**config.mk**
```make
export PLATFORM = sky130hd
export DESIGN_NAME = sq_demodulator
export DESIGN_NICKNAME = d
export VERILOG_FILES = /design/src/rtl/sq_demodulator_pkg.sv /design/src/rtl/sq_demodulator_sign_mult_sat.sv /design/src/rtl/sq_demodulator.sv
export SDC_FILE = /design/constraint.sdc
export NUM_CORES = 1
export LEC_CHECK = 0
export CAP_MARGIN = 20
export CELL_PAD_IN_SITES_DETAIL_PLACEMENT = 0
export CELL_PAD_IN_SITES_GLOBAL_PLACEMENT = 1
export CORE_MARGIN = 1
export CORE_UTILIZATION = 38
export DETAILED_ROUTE_END_ITERATION = 16
export PLACE_DENSITY_LB_ADDON = 0.1
export REMOVE_ABC_BUFFERS = 1
export SYNTH_ARGS = -nofsm -noshare
export SYNTH_HDL_FRONTEND = slang
export SYNTH_SLANG_ARGS = --single-unit
```
**constraint.sdc**
```tcl
create_clock -name clk -period 3.5 [get_ports clk]
set_clock_uncertainty 0.15 [all_clocks]
set_input_delay 0.7 -clock clk [delete_from_list [all_inputs] [get_ports clk]]
set_output_delay 0.7 -clock clk [all_outputs]
set_load 0.01 [all_outputs]
```
**src/rtl/sq_demodulator_pkg.sv**
```systemverilog
// sq_demodulator_pkg: default widths, saturation limits and quadrant sign helper for the square-wave demodulator.
package sq_demodulator_pkg;
  localparam int R_DEF   = 14;
  localparam int PW_DEF  = 32;
  localparam int SAT_MAX = 2 ** (R_DEF - 1) - 1;
  localparam int SAT_MIN = -(2 ** (R_DEF - 1));
  function automatic logic [1:0] quad_signs(input logic [1:0] msb);
    return {msb[1], msb[1] ^ msb[0]};
  endfunction
endpackage

```
**src/rtl/sq_demodulator_sign_mult_sat.sv**
```systemverilog
// sign_mult_sat: multiply a signed sample by +1/-1, saturating the one unrepresentable negation.
module sign_mult_sat
  import sq_demodulator_pkg::*;
#(
  parameter int R = R_DEF
) (
  input  logic                neg,
  input  logic signed [R-1:0] a,
  output logic signed [R-1:0] y
);
  localparam logic signed [R-1:0] MIN_V = {1'b1, {(R-1){1'b0}}};
  localparam logic signed [R-1:0] MAX_V = {1'b0, {(R-1){1'b1}}};
  always_comb y = !neg ? a : (a == MIN_V) ? MAX_V : -a;
endmodule

```
**src/rtl/sq_demodulator.sv**
```systemverilog
// sq_demodulator: phase-accumulator square reference and 2-stage I/Q sign demodulator with saturating negation.
module sq_demodulator
  import sq_demodulator_pkg::*;
#(
  parameter int R  = R_DEF,
  parameter int PW = PW_DEF
) (
  input  logic                clk,
  input  logic                rst,
  input  logic                en,
  input  logic                sync,
  input  logic [PW-1:0]       freq_inc,
  input  logic [PW-1:0]       phase_ofs,
  input  logic signed [R-1:0] in,
  output logic signed [R-1:0] out_x,
  output logic signed [R-1:0] out_y,
  output logic                ref_out,
  output logic                tick
);
  logic [PW-1:0] acc_q, acc_d, p;
  logic [PW:0] sum;
  logic tick_q, tick_d, sx_q, sx_d, sy_q, sy_d;
  logic signed [R-1:0] in_q, in_d, x_q, x_d, y_q, y_d, x_m, y_m;
  always_comb begin
    sum    = {1'b0, acc_q} + {1'b0, freq_inc};
    p      = acc_q + phase_ofs;
    acc_d  = (rst || sync) ? '0 : en ? sum[PW-1:0] : acc_q;
    tick_d = !rst && !sync && en && sum[PW];
    {sx_d, sy_d} = rst ? 2'b00 : quad_signs(p[PW-1:PW-2]);
    in_d   = rst ? '0 : in;
    x_d    = rst ? '0 : x_m;
    y_d    = rst ? '0 : y_m;
  end
  sign_mult_sat #(.R(R)) u_x (.neg(sx_q), .a(in_q), .y(x_m));
  sign_mult_sat #(.R(R)) u_y (.neg(sy_q), .a(in_q), .y(y_m));
  always_ff @(posedge clk) begin
    acc_q  <= acc_d;
    tick_q <= tick_d;
    in_q   <= in_d;
    sx_q   <= sx_d;
    sy_q   <= sy_d;
    x_q    <= x_d;
    y_q    <= y_d;
  end
  assign out_x   = x_q;
  assign out_y   = y_q;
  assign tick    = tick_q;
  assign ref_out = ~acc_q[PW-1];
endmodule

```
Word-level counts from Yosys, hierarchy flattened
Cells that the tools add are included.
{ "classes": {"addsub": 3, "eq_ne": 1, "n_mux": 3, "bitwise_logic": 2, "n_reduce_logical": 6} }
{ "op_table": {"columns": ["operator", "n"], "rows": [
  ["two-way mux 14 bit", 3],
  ["adder 32 x 32 -> 33 bit", 1],
  ["adder 32 bit", 1],
  ["equality test 14 bit, second input constant", 1],
  ["negator 14 bit", 1],
  ["logical AND 1 bit", 3],
  ["zero test 1 bit", 2],
  ["logical OR 1 bit", 1],
  ["inverter 1 bit", 1],
  ["bitwise XOR 1 bit", 1]
]} }
{ "word_totals": {"ff_bits": 77, "input_bits": 82, "output_inout_bits": 30, "wordCells": 22} }

Longest topological paths before layout
{ "depth": {"depth_word": 4, "ltp_mapped": 10, "mapped_depth_nobuf": 9} }

Modules after synthesis
From an unflattened synthesis, not the netlist that was laid out.
{ "unflattened": {"hier_cells": 651, "hier_area_um2": 5577.8} }
{ "modules_own_cells": {"columns": ["module", "n_inst", "cells_per_inst", "area_per_inst_um2", "seq_area_each_um2"], "rows": [
  ["sq_demodulator", 1, 531, 4799.6, 1541.5],
  ["sign_mult_sat", 2, 60, 389.1, 0.0]
]} }

Worst setup path before layout
No wires, ideal clock.
{ "synth_timing": {"kind": "input-to-reg", "startpoint": "in freq_inc[0]", "endpoint": "reg acc_q[30]", "setup_time_ps": 62, "arrival_ps": 2966, "required_time_ps": 3288, "path_slack_ps": 322, "cell_stages": 9, "path_buffers": 0, "cell_sequence": "ha_1 > fa_1 > a211oi_1 > o21ai_0 > a211oi_2 > o32ai_1 > o21a_1 > or3_1 > nand3_1"} }
{ "synth_between": {"elab_chain_cells": 1} }
{ "synth_lines": {"columns": ["item", "line", "text"], "rows": [
  ["from (decl)", "sq_demodulator.sv:12", "input logic [PW-1:0] freq_inc,"],
  ["adder 32 x 32 -> 33 bit", "sq_demodulator.sv:25", "sum = {1'b0, acc_q} + {1'b0, freq_inc};"],
  ["to (signal assigned)", "sq_demodulator.sv:37", "acc_q <= acc_d;"],
  ["to (decl)", "sq_demodulator.sv:20", "logic [PW-1:0] acc_q, acc_d, p;"]
]} }
No other way between the ends.
A chain may end at the register's enable or synchronous reset.

Final worst setup path
Ends and elaborated chain as after synthesis.

==> impl_metrics.json <==
{
  "maxCapViolations": 0,
  "clk_pin_slew_ns": 0.06,
  "start_util_pct": 38.8,
  "drt-initial-drc-count": 342,
  "grt_start_max_net_pins": 46,
  "placed_area_um2": 6890,
  "syn2layout_area_growth_pct": 34.5,
  "core_area_um2": 13800,
  "nets": 941,
  "cp_data_arrival_time_ns": 3.41,
  "netlist_area_um2": 5360,
  "required_ns": 3.64,
  "critical_path.max_stage_delay_ns": 0.41,
  "hold_path_class": "reg2reg",
  "ctsHoldBuffers": 0,
  "r2r-start": "acc_q[0]",
  "fmax_mhz": 306,
  "finalSetupTns_ns": 0,
  "num_vias": 5438,
  "crit_type": "in2reg",
  "multi_input_area_um2": 3690,
  "async_reset_ff_share_pct": 0,
  "port_buffers": 111,
  "grt_pass1_wl_um": 24900,
  "pin_count": 112,
  "dp_cells": 964,
  "drt_pass1_iterations": 9,
  "cts_buffers": 9,
  "netlist-cell-type-count": 62,
  "avgRoutedWirePerCell_um": 16.0,
  "setup_viol_count_final": 0,
  "crit_chain": "clkdlybuf4s50_1 > ha_1 > fa_2 > a211oi_2 > buf_4 > o21ai_0 > a211oi_2 > buf_4 > o32ai_1 > o21a_1 > or3_1 > nand3_1",
  "final_common_cell": "clkdlybuf4s50_1",
  "die_h_um": 121,
  "powerDensity_nw_per_um2": 359,
  "slowest_stage": "clkdlybuf4s50_1",
  "ys_seq_area_share_pct": 28.8,
  "drive_above_1_share_pct": 8.88,
  "crit_path_start_kind": "input pin",
  "antenna_found_initial": 0,
  "cts_setup_buffers": 0,
  "hold_depth": 2,
  "mostFrequentLayoutCells": "clkdlybuf4s50_1, a21oi_1, dfxtp_1",
  "hpwl_um": 12300,
  "drc_errors": 0,
  "die_x_um": 121,
  "clk_path_buf_depth": 2,
  "rows": 43,
  "utilization_pct": 52.1,
  "status": "finished clean",
  "setup.worst_path.start": "freq_inc[0]",
  "grt_pass1_vias": 5113,
  "root_buffer": "clkbuf_16",
  "diodes": 0,
  "grtUsageTotal_pct": 22.0,
  "crit_fanout": 5,
  "clock_latency_ns": 0.35,
  "ff2ff_path_depth": 11,
  "hold_start": "acc_q[7]",
  "worst_pin_slew_ns": 0.801,
  "crit_path_end_kind": "register",
  "cts.sinks": 77,
  "ys_ff_latch": 77,
  "syn_avg_cell_area_um2": 8.17,
  "h-tree-depth": 3,
  "via_per_inst": 5.55,
  "grt_overflow": 0,
  "tritoncts": "done",
  "rsz0062_at_grt": "false",
  "hold_viol": 0,
  "die-area_um2": 14600,
  "final-seq-area_um2": 1540,
  "globalplace.congestion": 0.860,
  "drv_slew": 0,
  "leakagePower_nw": 3.02,
  "relSlewSlack_pct": 46.6,
  "fin_crit_ns": 3.27,
  "syn_inst": 656,
  "fin_cells": 980,
  "yosysWarnings": 0,
  "period_share_pct": 93.5,
  "ant_nets": 0,
  "totalWireLength_um": 15600,
  "synth_ff_type": "dfxtp_1",
  "peakVddDrop_uv": 215,
  "synth-edff-count": 0,
  "fillers": 1318,
  "final_cell_area_um2": 7210
}
[worst max-delay path, delay by kind of cell]
kind	cells	cell delay [ns]
adders and majority gates	2	0.61
buffers and inverters	3	0.73
AOI/OAI and AO/OA	5	0.93
and+or+nand+nor	2	0.44
[synth_stat cells, types with 5 or more instances]
| master | number | area, um^2 |
|---|---|---|
| inv_1 | 14 | 52.6 |
| o22ai_1 | 5 | 31.3 |
| o21ai_0 | 37 | 185 |
| a211oi_1 | 13 | 97.6 |
| a21o_1 | 18 | 135 |
| a21oi_1 | 79 | 395 |
| nor3_1 | 21 | 105 |
| and2_1 | 8 | 50.1 |
| mux2i_1 | 9 | 90.1 |
| clkbuf_1 | 16 | 60.1 |
| xor2_1 | 6 | 52.6 |
| nand2_1 | 50 | 188 |
| ha_1 | 63 | 788 |
| a211o_1 | 5 | 43.8 |
| o21a_1 | 8 | 60.1 |
| or3_1 | 9 | 56.3 |
| xnor2_1 | 10 | 87.6 |
| a311oi_1 | 19 | 166 |
| nor2_1 | 59 | 221 |
| dfxtp_1 | 77 | 1540 |
| o211ai_1 | 6 | 45.0 |
| nor2b_1 | 16 | 100 |
| and3_1 | 11 | 68.8 |
| nand3_1 | 21 | 105 |
| nand3b_1 | 5 | 37.5 |
[sequential cells by signal (all words and copies together) (netlist names)]
name   count
acc_q     32
in_q      14
out_x     14
out_y     14
sx_q       1
sy_q       1
tick       1
[metal layers]
metal / global-route usage, % / wire length [um] / vias to the layer above
met2: 36.7 / 7410 / 147
met3: 4.34 / 741 / 20
met4: 9.34 / 320 / 0
li1: - / - / 2755
met5: 0 / 0 / -
met1: 27.6 / 7170 / 2516
[stage by stage]
step	hold slack (ns)	setup WS (ns)	total power, W
3_3_place_gp	0.327	-0.162	0.00164
6_report	0.343	0.228	0.00259
2_1_floorplan	0.305	0.322	0.00134
4_1_cts	0.344	0.0857	0.00262
3_5_place_dp	0.336	-0.255	0.00165
5_1_grt	0.375	0.0405	0.00274
[logic make-up (layout without fill, tap and decap cells)]
| kind of cell | after synthesis | after routing | share of synthesized area (%) |
|---|---|---|---|
| DFF | 77 | 77 | 28.8 |
| and+or+nand+nor | 227 | 227 | 21.5 |
| xor gates and xnor gates | 16 | 16 | 2.61 |
| buffers and inverters | 35 | 179 | 2.59 |
| muxes | 10 | 10 | 1.89 |
| AOI/OAI and AO/OA | 227 | 227 | 27.6 |
| adders and majority gates | 64 | 64 | 15.1 |
[final timing paths]
check	slack [ns]	to
max	0.23	acc_q[30]
min	0.34	acc_q[7]
min reg2reg	0.34	acc_q[7]
max reg2reg	0.69	acc_q[30]
[power by group]
| part | switching [W] | internal [W] | leakage [nW] |
|---|---|---|---|
| logic | 0.000308 | 0.000339 | 2.25 |
| registers | 0.0000562 | 0.000932 | 0.634 |
| clock network | 0.000399 | 0.000557 | 0.139 |
[area by class of cell]
| class | instances | area share [%] |
|---|---|---|
| clock buffer | 10 | 3.18 |
| clock inverter | 6 | 0.989 |
| sequential | 77 | 21.4 |
| tap | 180 | 3.12 |
| inverter | 14 | 0.729 |
| multi-input combinational | 544 | 51.2 |
| timing repair buffer | 149 | 19.4 |
[repair_timing]
| item | 4_1_cts | 5_1_grt |
|---|---|---|
| setup endpoints to repair | 0 | 3 |
| endpoints found under the hold margin | 0 | 0 |
| gates resized for setup | 0 | 4 |
No activity file was read; power rests on OpenSTA's default activity.
